[config.mk]
export PLATFORM = sky130hd
export DESIGN_NAME = fisqr_sched
export DESIGN_NICKNAME = d
export VERILOG_FILES = /design/src/rtl/fisqr_pkg.sv /design/src/rtl/fisqr_sched_rr_arbiter.sv /design/src/rtl/fisqr_sched.sv
export SDC_FILE = /design/constraint.sdc
export NUM_CORES = 1
export LEC_CHECK = 0
export CAP_MARGIN = 20
export CELL_PAD_IN_SITES_DETAIL_PLACEMENT = 2
export CELL_PAD_IN_SITES_GLOBAL_PLACEMENT = 2
export CORE_MARGIN = 2
export CORE_UTILIZATION = 18
export CTS_CLUSTER_SIZE = 10
export DETAILED_ROUTE_END_ITERATION = 8
export GPL_TIMING_DRIVEN = 0
export PLACE_DENSITY = 0.78
export SETUP_SLACK_MARGIN = 0.02
export SLEW_MARGIN = 5
export SYNTH_ARGS = -nofsm -noshare
export SYNTH_HDL_FRONTEND = slang
export SYNTH_SLANG_ARGS = --single-unit
[constraint.sdc]
create_clock -name i_clk -period 6.61 [get_ports i_clk]
set_input_delay 1.983 -clock i_clk [delete_from_list [all_inputs] [get_ports i_clk]]
set_output_delay 1.983 -clock i_clk [all_outputs]
set_load 0.05 [all_outputs]
[src/rtl/fisqr_pkg.sv]
// fisqr_pkg: shared float format constants, the in-flight tag type and the operand error test
//   FP_W/EXP_W/MAN_W  : 27-bit float layout (1 sign, 8 exponent, 18 mantissa)
//   SIGN_BIT/EXP_*    : field positions inside an operand
//   EXP_ZERO/EXP_INF  : exponent codes the unit cannot handle
//   isq_tag_t         : {valid, id, err} tracked alongside each operand in the unit
package fisqr_pkg;
  localparam int FP_W = 27;
  localparam int EXP_W = 8;
  localparam int MAN_W = 18;
  localparam int SIGN_BIT = 26;
  localparam int EXP_MSB = 25;
  localparam int EXP_LSB = 18;
  localparam logic [EXP_W-1:0] EXP_ZERO = 8'h00;
  localparam logic [EXP_W-1:0] EXP_INF = 8'hFF;
  // wide enough for the largest supported requester count (8)
  localparam int TAG_ID_W = 3;
  typedef struct packed {
    logic valid;
    logic [TAG_ID_W-1:0] id;
    logic err;
  } isq_tag_t;
  // negative, zero/denormal and inf/nan operands have no meaningful inverse square root
  function automatic logic isq_bad(input logic sign, input logic [EXP_W-1:0] exp_f);
    return sign || exp_f == EXP_ZERO || exp_f == EXP_INF;
  endfunction
endpackage

[src/rtl/fisqr_sched_rr_arbiter.sv]
// rr_arbiter: round-robin one-hot arbiter with a rotating priority pointer
//   clk_i, rst_ni : clock, synchronous active-low reset
//   req_i         : request vector
//   hold_i        : suppresses every grant
//   advance_i     : a grant was taken this cycle; move the pointer past it
//   gnt_o         : one-hot grant (combinational)
//   ptr_o         : current highest-priority index
module rr_arbiter #(
  parameter int N = 4
) (
  input  logic                 clk_i,
  input  logic                 rst_ni,
  input  logic [N-1:0]         req_i,
  input  logic                 hold_i,
  input  logic                 advance_i,
  output logic [N-1:0]         gnt_o,
  output logic [$clog2(N)-1:0] ptr_o
);
  localparam int PW = $clog2(N);
  logic [PW-1:0] ptr_q, ptr_d, idx, j;
  logic found;
  // walk from the pointer with explicit wrap so non-power-of-two N stays in range
  always_comb begin
    found = 1'b0;
    idx = ptr_q;
    j = ptr_q;
    for (int k = 0; k < N; k++) begin
      if (!found && req_i[j]) begin
        found = 1'b1;
        idx = j;
      end
      j = (j == PW'(N - 1)) ? '0 : j + 1'b1;
    end
  end
  assign gnt_o = (found && !hold_i) ? ({{(N-1){1'b0}}, 1'b1} << idx) : '0;
  assign ptr_d = advance_i ? ((idx == PW'(N - 1)) ? '0 : idx + 1'b1) : ptr_q;
  assign ptr_o = ptr_q;
  always_ff @(posedge clk_i)
    ptr_q <= !rst_ni ? '0 : ptr_d;
endmodule

[src/rtl/fisqr_sched.sv]
// fisqr_sched: shares one pipelined inverse-square-root unit among N_REQ requesters
//   i_clk, i_rst          : clock, synchronous active-low reset
//   i_req_valid/_data     : per-requester operands (27 bits each, requester i at [27i+26:27i])
//   o_req_ready           : one-hot grant, combinational
//   i_hold                : blocks new grants while in-flight work drains
//   o_isq_x / i_isq_y     : operand to / result from the unit (LATENCY cycles apart)
//   o_rsp_valid/_data/_err: registered one-hot response strobe, shared data, error flag
//   o_inflight, o_idle    : accepted-but-unreturned count, and nothing-to-do indicator
module fisqr_sched
  import fisqr_pkg::*;
#(
  parameter int N_REQ = 4,
  parameter int LATENCY = 5
) (
  input  logic                            i_clk,
  input  logic                            i_rst,
  input  logic [N_REQ-1:0]                i_req_valid,
  input  logic [N_REQ*FP_W-1:0]           i_req_data,
  output logic [N_REQ-1:0]                o_req_ready,
  input  logic                            i_hold,
  output logic [FP_W-1:0]                 o_isq_x,
  input  logic [FP_W-1:0]                 i_isq_y,
  output logic [N_REQ-1:0]                o_rsp_valid,
  output logic [FP_W-1:0]                 o_rsp_data,
  output logic                            o_rsp_err,
  output logic [$clog2(LATENCY+2)-1:0]    o_inflight,
  output logic                            o_idle
);
  localparam int IW = $clog2(N_REQ);
  localparam int CW = $clog2(LATENCY + 2);
  logic [IW-1:0] gidx, rr_ptr;
  logic gnt;
  isq_tag_t tag_d, tail;
  isq_tag_t pipe_q [LATENCY];
  logic [N_REQ-1:0] rsp_valid_q, rsp_valid_d;
  logic [FP_W-1:0] rsp_data_q, rsp_data_d;
  logic rsp_err_q, rsp_err_d;
  logic [CW-1:0] inflight_q, inflight_d;
  // holding the arbiter during reset keeps o_req_ready low while i_rst is asserted
  rr_arbiter #(.N(N_REQ)) u_arb (
    .clk_i    (i_clk),
    .rst_ni   (i_rst),
    .req_i    (i_req_valid),
    .hold_i   (i_hold | ~i_rst),
    .advance_i(gnt),
    .gnt_o    (o_req_ready),
    .ptr_o    (rr_ptr)
  );
  assign gnt = |o_req_ready;
  always_comb begin
    gidx = '0;
    o_isq_x = '0;
    for (int k = 0; k < N_REQ; k++)
      if (o_req_ready[k]) begin
        gidx = IW'(k);
        o_isq_x = i_req_data[FP_W*k +: FP_W];
      end
  end
  // bad operands still enter the unit so every tag sits exactly LATENCY stages deep
  assign tag_d = '{valid: gnt, id: TAG_ID_W'(gidx),
                   err: gnt && isq_bad(o_isq_x[SIGN_BIT], o_isq_x[EXP_MSB:EXP_LSB])};
  assign tail = pipe_q[LATENCY-1];
  assign rsp_valid_d = tail.valid ? ({{(N_REQ-1){1'b0}}, 1'b1} << tail.id) : '0;
  assign rsp_err_d = tail.valid && tail.err;
  assign rsp_data_d = (tail.valid && !tail.err) ? i_isq_y : '0;
  assign inflight_d = inflight_q + CW'(gnt) - CW'(|rsp_valid_q);
  always_ff @(posedge i_clk) begin
    if (!i_rst) begin
      for (int k = 0; k < LATENCY; k++) pipe_q[k] <= '0;
      rsp_valid_q <= '0;
      rsp_data_q <= '0;
      rsp_err_q <= 1'b0;
      inflight_q <= '0;
    end else begin
      pipe_q[0] <= tag_d;
      for (int k = 1; k < LATENCY; k++) pipe_q[k] <= pipe_q[k-1];
      rsp_valid_q <= rsp_valid_d;
      rsp_data_q <= rsp_data_d;
      rsp_err_q <= rsp_err_d;
      inflight_q <= inflight_d;
    end
  end
  assign o_rsp_valid = rsp_valid_q;
  assign o_rsp_data = rsp_data_q;
  assign o_rsp_err = rsp_err_q;
  assign o_inflight = inflight_q;
  assign o_idle = (inflight_q == '0) && !(|i_req_valid);
  // a pending requester sitting at the pointer must be the one granted
  assert property (@(posedge i_clk) disable iff (!i_rst)
    gnt |-> (o_req_ready[rr_ptr] || !i_req_valid[rr_ptr]));
endmodule

==> run summary, run 1 <==
The number of violations reported at the end of detailed-routing iteration 0 is 73. Of the cells placed in the final design, the portion with a size suffix greater than 1 is about a third. The area overhead of the layout relative to synthesis is 127.4%. By area the synthesized netlist is led by dfxtp_1 38%, and2_1 9.9%, nor2_1 6.8%.

The worst setup slack after layout is -146.3 ps. The count of nets left with antenna violations after detail routing is 0. The most instantiated flip-flop cell in the synthesis netlist is dfxtp_1. Max-cap violations in this run came to 0. The total via count in the routed design is about 3700. The average cell area after synthesis is between 8 and 9 sq um. The TritonCTS clock tree is done. The count of cells in the finished layout, fillers not included, comes to 820.

The number of H-tree levels came out at 3. The first global-routing pass estimated ~26000 um of wire. Data arrives at the worst endpoint at ~4800 ps. Timing would allow up to approximately 150 MHz.

For the pin with the worst max-slew slack, the measured transition is approximately 810 ps. The cell type with the highest aggregate area in the netlist is dfxtp_1. The count of buffers added on input and output ports is 208. The number of antenna violations at the first check in global routing is 1. The final worst clock skew is ~6.5 ps. The routed design could run at a clock period as short as roughly 6800 ps. The run finished, with violations left. The global router's overall resource usage came out at a little under a fifth.

The total design power came out at roughly 4.0 mW. The commonest cells after synthesis are 57 x dfxtp_1, 54 x nor2_1, 47 x and2_1. By startpoint and endpoint, the worst setup path is classified as input pin to output pin. Dividing the detail-routed via count by the number of cells gives 4.502. In the synthesized netlist the async set-or-reset flop fraction comes to 0%.

The placer's final routability congestion estimate came out at approximately 0.77. The clock root buffer is clkbuf_16. The leakage power came out at around 2.5 nW. Counting flops with a built-in enable in the synthesized netlist gives 0.

The mapped netlist covers roughly 3000 sq um. The worst hold-check slack is around 430 ps. The number of warnings printed during yosys synthesis is 0. The number of top-level pins is around 210. The synthesized design devotes to its leading area cell type a little under two fifths of total area. The number of fill cells is between 1500 and 2000. The total power per unit cell area came out at 590.4 nW/um^2. The die width is between 100 and 150 um. When the netlist entered floorplanning its net count stood at ~500. The max-slew violation count is 0. The aggregate routed wire length is ~17000 um.

The number of hold-slack violations in the final timing report is 0. The worst setup path is launched from an input pin. The floorplan row count is 47. The total overflow reported by the global router is 0. The core region is roughly 16000 sq um. The share of the clock period used by the worst path came out at 102.2%. The number of diodes added for antenna fixing is 0. The clock insertion delay at the later pin of the skew report is roughly 340 ps. The maximum fanout count along the critical path is 6. The post-placement cell count is 787. The total of flip-flops plus latches after synthesis came out at 57. After legalization and detailed placement, the total HPWL measured around 12000 um.

The via count of the first global-routing pass came out at approximately 4300. The most common cell in the synthesized netlist is dfxtp_1. Entering global routing, the biggest net connects 12 pins.

No sink is reached through more buffers than the 2 on the longest clock path. The number of clock sinks came out at 57. Walking the worst path, the cells encountered are buf_8 > mux4_2 > buf_6 > nand2_2 > o21a_1 > o22ai_2 > buf_4 > o32ai_4 > ha_4 > clkinvlp_4 > buf_6 > and3_4 > a21oi_4 > nor2_2 > a221oi_4 > nor2_4 > buf_8.

The clock-pin transition on the worst setup and hold timing paths came out at about 60 ps. The full die area came out at ~18000 sq um. On the critical path, the stage with the largest delay is an instance of mux4_2.

The number of setup violations in the final report came out at 24. The first detailed-routing pass ran for 3 iterations. The distinct cell type count of the synthesized netlist is between 40 and 50. Setup repair after global routing could not meet its margin everywhere. The relative max-transition margin came out at a little under half.

The overall die height is 132.7 um. The count of mapped cells out of synthesis came out at between 300 and 400. In this design, the stage delay of the slowest critical-path cell is ~540 ps. Buffers inserted to repair hold after CTS numbered 0. The worst endpoint required time is about 4600 ps. The number of clock buffers inserted by TritonCTS is 9. The final reports fail on setup timing. The peak supply drop is about 350 uV. The worst hold path belongs to the class flip-flop to flip-flop.

The type of destination of the critical path is an output pin. For this configuration, the core starts out at a cell density of a little under a fifth. The count of unresolved DRC violations after routing came out at 0.

For this run, the register share of the synthesized area comes to between 30% and 40%. The post-detailed-route wirelength per cell came out at 20.67 um. The net total in the final layout is between 700 and 800.
## stage by stage
| step | util (%) | setup WS [ps] | area (sq um) | TNS (ps) |
|---|---|---|---|---|
| global placement | 33.55 | -2068 | 5505 | -55490 |
| CTS | 40.17 | -144.9 | 6591 | -1462 |
| finish | 41.30 | -146.3 | 6777 | -2544 |
| floorplan | - | 5.834 | 3148 | 0 |
| global route | 41.30 | -267.6 | 6777 | -5812 |
| detailed placement | 33.55 | -2124 | 5505 | -57780 |
## area by class of cell
class	count	area, sq um	share of cell area (%)
plain buffers	24	246.5	3.637
clock buffers	9	225.2	3.323
clock inverters	7	70.07	1.034
inverters	11	53.80	0.7939
multi-input cells	267	2424	35.76
flip-flops and latches	57	1141	16.84
well taps	220	275.3	4.062
repair buffers	225	2341	34.55
## placed cells by master, fill, tap and decap left out, drive strengths merged, types with 6 or more instances in the layout
| master | n |
|---|---|
| a21oi | 39 |
| a221oi | 15 |
| a2bb2oi | 8 |
| and2 | 47 |
| and3 | 20 |
| buf | 56 |
| clkbuf | 27 |
| clkdlybuf4s50 | 173 |
| dfxtp | 57 |
| ha | 7 |
| inv | 9 |
| mux2i | 6 |
| nand2 | 11 |
| nand3b | 8 |
| nor2 | 56 |
| nor4 | 6 |
| o21ai | 8 |
## what timing repair did
action | in CTS | in global routing
cloned | 2 | 0
gates resized for setup | 348 | 44
setup endpoints to repair | 31 | 30
pin swaps | 18 | 8
hold endpoints to repair | 0 | 0
setup buffers | 14 | 1
## worst paths after layout
path / startpoint / to / slack, ps / cells past startpoint
min reg2reg: pipe_q[0][17] / pipe_q[0][22] / 430 / 1
min: pipe_q[0][17] / pipe_q[0][22] / 430 / 1
max: i_req_valid[2] / o_isq_x[8] / -150 / 17
max reg2reg: u_arb.ptr_o[1] / o_inflight[2] / 1630 / 19
## sequential cells by signal (all words and copies together), names as in the netlist
| signal | count |
|---|---|
| o_rsp_valid | 4 |
| u_arb.ptr_o | 2 |
| pipe_q | 20 |
| o_inflight | 3 |
| o_rsp_data | 27 |
| o_rsp_err | 1 |
## critical path, delay by kind of cell
kind | cells | cell delay (ps)
compound gates | 5 | 750
fa+ha+maj | 1 | 260
buf+inv | 6 | 900
mux | 1 | 540
simple gates | 4 | 330
## routing by layer
metal / part of all wire (%) / vias to the layer above / global-route usage [%]
li1: - / 1746 / -
met1: 38 / 1764 / 19.58
met2: 53 / 162 / 36.70
met3: 8.1 / 18 / 6.513
met4: 1.2 / 2 / 5.018
met5: 0.065 / - / 0
## power by group
part	leakage (nW)	switching (mW)	internal (mW)
Sequential	0.460	0.0165	0.372
Combinational	1.91	1.76	1.40
Clock	0.146	0.168	0.291
## cells by family after synthesis
family / Yosys count / synth area share [%]
buf+inv: 35 / 5.163
xor+xnor: 2 / 0.5878
fa+ha+maj: 8 / 3.610
flops: 57 / 38.29
mux: 10 / 4.660
compound gates: 83 / 18.01
simple gates: 164 / 29.68
No activity file was read; power rests on OpenSTA's default activity.
==> inputs of run 2 (changes only) <==
--- a/config.mk
+++ b/config.mk
@@ -9,11 +9,12 @@
 export CELL_PAD_IN_SITES_DETAIL_PLACEMENT = 2
 export CELL_PAD_IN_SITES_GLOBAL_PLACEMENT = 2
 export CORE_MARGIN = 2
-export CORE_UTILIZATION = 18
+export CORE_UTILIZATION = 32
 export CTS_CLUSTER_SIZE = 10
 export DETAILED_ROUTE_END_ITERATION = 8
+export DONT_BUFFER_PORTS = 1
 export GPL_TIMING_DRIVEN = 0
-export PLACE_DENSITY = 0.78
+export PLACE_DENSITY = 0.75
 export SETUP_SLACK_MARGIN = 0.02
 export SLEW_MARGIN = 5
 export SYNTH_ARGS = -nofsm -noshare
==> run summary, run 2 (synthesis results as in run 1) <==
Total power for the finished layout comes to 3.293 mW. The worst setup path is launched from an input pin. The overall die height is about 100 um.

Internal power comes to 1.623 mW. The critical path is of the input pin to output pin type. The share of final-layout standard cells stronger than drive strength 1 is about 33%. Buffers inserted during clock tree synthesis total 9. The most critical setup path has its endpoint at o_isq_x[16]. The total overflow left after global routing is 0.

The first-pass detailed-route iteration total is 4. The run finished with clean final reports. The number of fill cells is 961. The max-slew violation count is 0. The slew at the pin closest to its max-slew limit is ~1200 ps. The number of clock sinks came out at 57. For this run, the total global-route usage over all layers was measured as approximately a fifth. Tracing the worst setup path back leads to its startpoint at i_req_valid[2].

In this run the critical register-to-register path is captured at o_inflight[2]. The count of nets left with antenna violations after detail routing came out at 0. The post-placement cell count is 470. The arrival time at the worst endpoint is around 4600 ps. Sequential cells account for roughly 13% of the total power. The TritonCTS clock tree is done.

about 210 I/O pins were placed. The clock insertion delay at the later pin of the skew report came out at approximately 330 ps. Setup violations remaining at the end of the flow were counted as 0. In the layout the commonest cells are 57 x dfxtp_1, 46 x and2_1, 35 x a21oi_1.

The signal on the critical path passes through mux4_2 > nand2b_1 > o32a_1 > o21ai_4 > buf_4 > ha_4 > clkbuf_2 > clkbuf_4 > nor2_1 > a221oi_2 > nor2_4. The post-detailed-route wirelength per cell came out at roughly 22 um. The launch point of the worst reg-to-reg path is u_arb.ptr_o[1]. The total power per unit cell area came out at 792.3 nW/um^2. The share of the clock period used by the worst path is slightly below 100%.

The starting density of the core came out at roughly 33%. Routability-driven placement finished with a final weighted congestion of around 0.79. For this design, the slowest cell found on the critical path is mux4_2.

The tree is rooted in a clkbuf_8. The final worst clock skew is between 6 and 7 ps. Net switching is between 50% and 60% of the power. Data on the critical path is required at its endpoint by between 4000 and 5000 ps. The buffer depth of the longest clock path came out at 2. For this run, the post-layout net count is ~540. The number of violations of the max-capacitance limit is 0. After clock tree synthesis, the clock-pin slew on the worst setup and hold paths is 70 ps.

The aggregate routed wire length came out at between 10000 and 15000 um. Input and output buffers added on the ports amount to 0. The number of violations reported at the end of detailed-routing iteration 0 is 50.

Of the total power, the clock network draws between 10% and 20%. The via-per-instance ratio is 5.667. Across the VDD grid, the largest voltage drop is between 300 and 400 uV. Detailed routing inserted a total of around 2900 vias. The largest net degree at the start of global routing is 11.

STA classifies the critical path endpoint as an output pin. In this run the horizontal extent of the chip is between 100 and 150 um. The area overhead of the layout relative to synthesis is 39.46%. The floorplan row count is 35. Leaving out fill and tap cells, the most frequent cell in the layout is dfxtp_1. The number of antenna violations at the first check in global routing came out at 0.

The cts-stage hold buffer count came out at 0. The minimum clock period came out at roughly 6600 ps. The HPWL after detailed placement came out at about 8100 um. The global-route wire length before repair came out at between 15000 and 20000 um. The setup check on the worst reg-to-reg path leaves a slack of between 1000 and 1500 ps. For this run, the slowest stage of the critical path takes about 560 ps. The leakage power came out at 1.594 nW.

The via count of the first global-routing pass came out at 3118. Summed over all nets, the switching power comes to 1.670 mW. The repair_antennas step left the layout with diodes totalling 0. Setup repair after global routing could not meet its margin everywhere.

The number of cells traversed by the worst register-to-register path came out at 21. The die covers between 10000 and 15000 sq um. The number of hold-slack violations in the final timing report came out at 0.

The path class of the tightest hold or removal check is flip-flop to flip-flop. The relative max-transition margin is 20.97%. The H-tree was split into 3 levels. Combinational cells account for between 70% and 80% of the total power.

The area of the core is just over 9000 sq um. The source of the worst hold timing path is pipe_q[0][10]. For this run, the top clock speed supported by timing is 152.2 MHz. The maximum fanout count along the critical path came out at 10.

For this run, design rule violations remaining after detail routing come to 0. The flip-flop count of the largest register, all copies and words added came out at 27. The post-layout instance count excluding filler cells came out at a little over 500.
-- run 2: cell count changes in the layout (fill, tap and decap cells not counted), moves of 7 or more --
cell	before	now
nor2_4	21	28
a21oi_2	16	4
and3_4	12	0
clkbuf_16	12	2
nor2_1	17	26
buf_8	15	2
buf_6	24	6
a21oi_4	7	0
clkdlybuf4s50_1	173	0
a21oi_1	16	35
nor2_2	17	1
and3_1	8	20
-- run 2: layer usage --
metal	up-vias	wire length [um]	GRT usage, %
li1	1330	-	-
met1	1381	4073	21.22
met2	135	6113	39.18
met3	10	785	5.687
met4	0	117	7.271
met5	-	0	0
-- run 2: cell type report --
cell class	instances	area (sq um)	share of cell area (%)
Timing Repair Buffer	18	181.4	4.365
Clock buffer	10	127.6	3.070
Inverter	11	46.29	1.114
Tap cell	111	138.9	3.341
Clock inverter	6	130.1	3.131
Multi-Input combinational cell	267	2196	52.83
Sequential cell	57	1141	27.45
Buffer	24	195.2	4.696
-- run 2: through the flow --
step,area [sq um],setup TNS (ps),setup slack (ps),hold slack (ps),util [%]
floorplan,3148,0,5.834,411.9,-
global placement,3287,-16560,-730.4,414.1,35.91
detailed placement,3293,-19380,-820.2,422.2,35.98
CTS,3817,0,9.655,435.6,41.71
global route,4156,-581.7,-70.62,446.5,45.41
finish,4156,0,38.62,435.6,45.41
-- run 2: how the worst min path moves through the flow --
stage	endpoint	slack, ps	depth (start not counted)
after floorplan	pipe_q[0][10]	410	1
after global placement	pipe_q[0][9]	410	1
after detailed placement	pipe_q[0][7]	420	1
after CTS	pipe_q[0][15]	440	1
after global routing	pipe_q[0][11]	450	1
final	pipe_q[0][15]	440	1
-- run 2: critical path, delay by kind of cell --
kind	cells	cell delay [ps]
buf+inv	3	720
compound gates	3	710
mux	1	560
simple gates	3	440
fa+ha+maj	1	170
-- run 2: repair_timing --
item	4_1_cts	5_1_grt
gates cloned	0	2
setup buffers	3	13
pin swaps	6	23
resized for setup	60	46
endpoints found under the setup margin	30	29
-- run 2: power by group through the flow --
stage	sequential, mW	clock, mW	combinational [mW]
floorplan	0.417	0	1.37
global placement	0.421	0	1.65
detailed placement	0.422	0	1.71
CTS	0.414	0.429	2.02
global route	0.420	0.449	2.64
finish	0.416	0.420	2.46
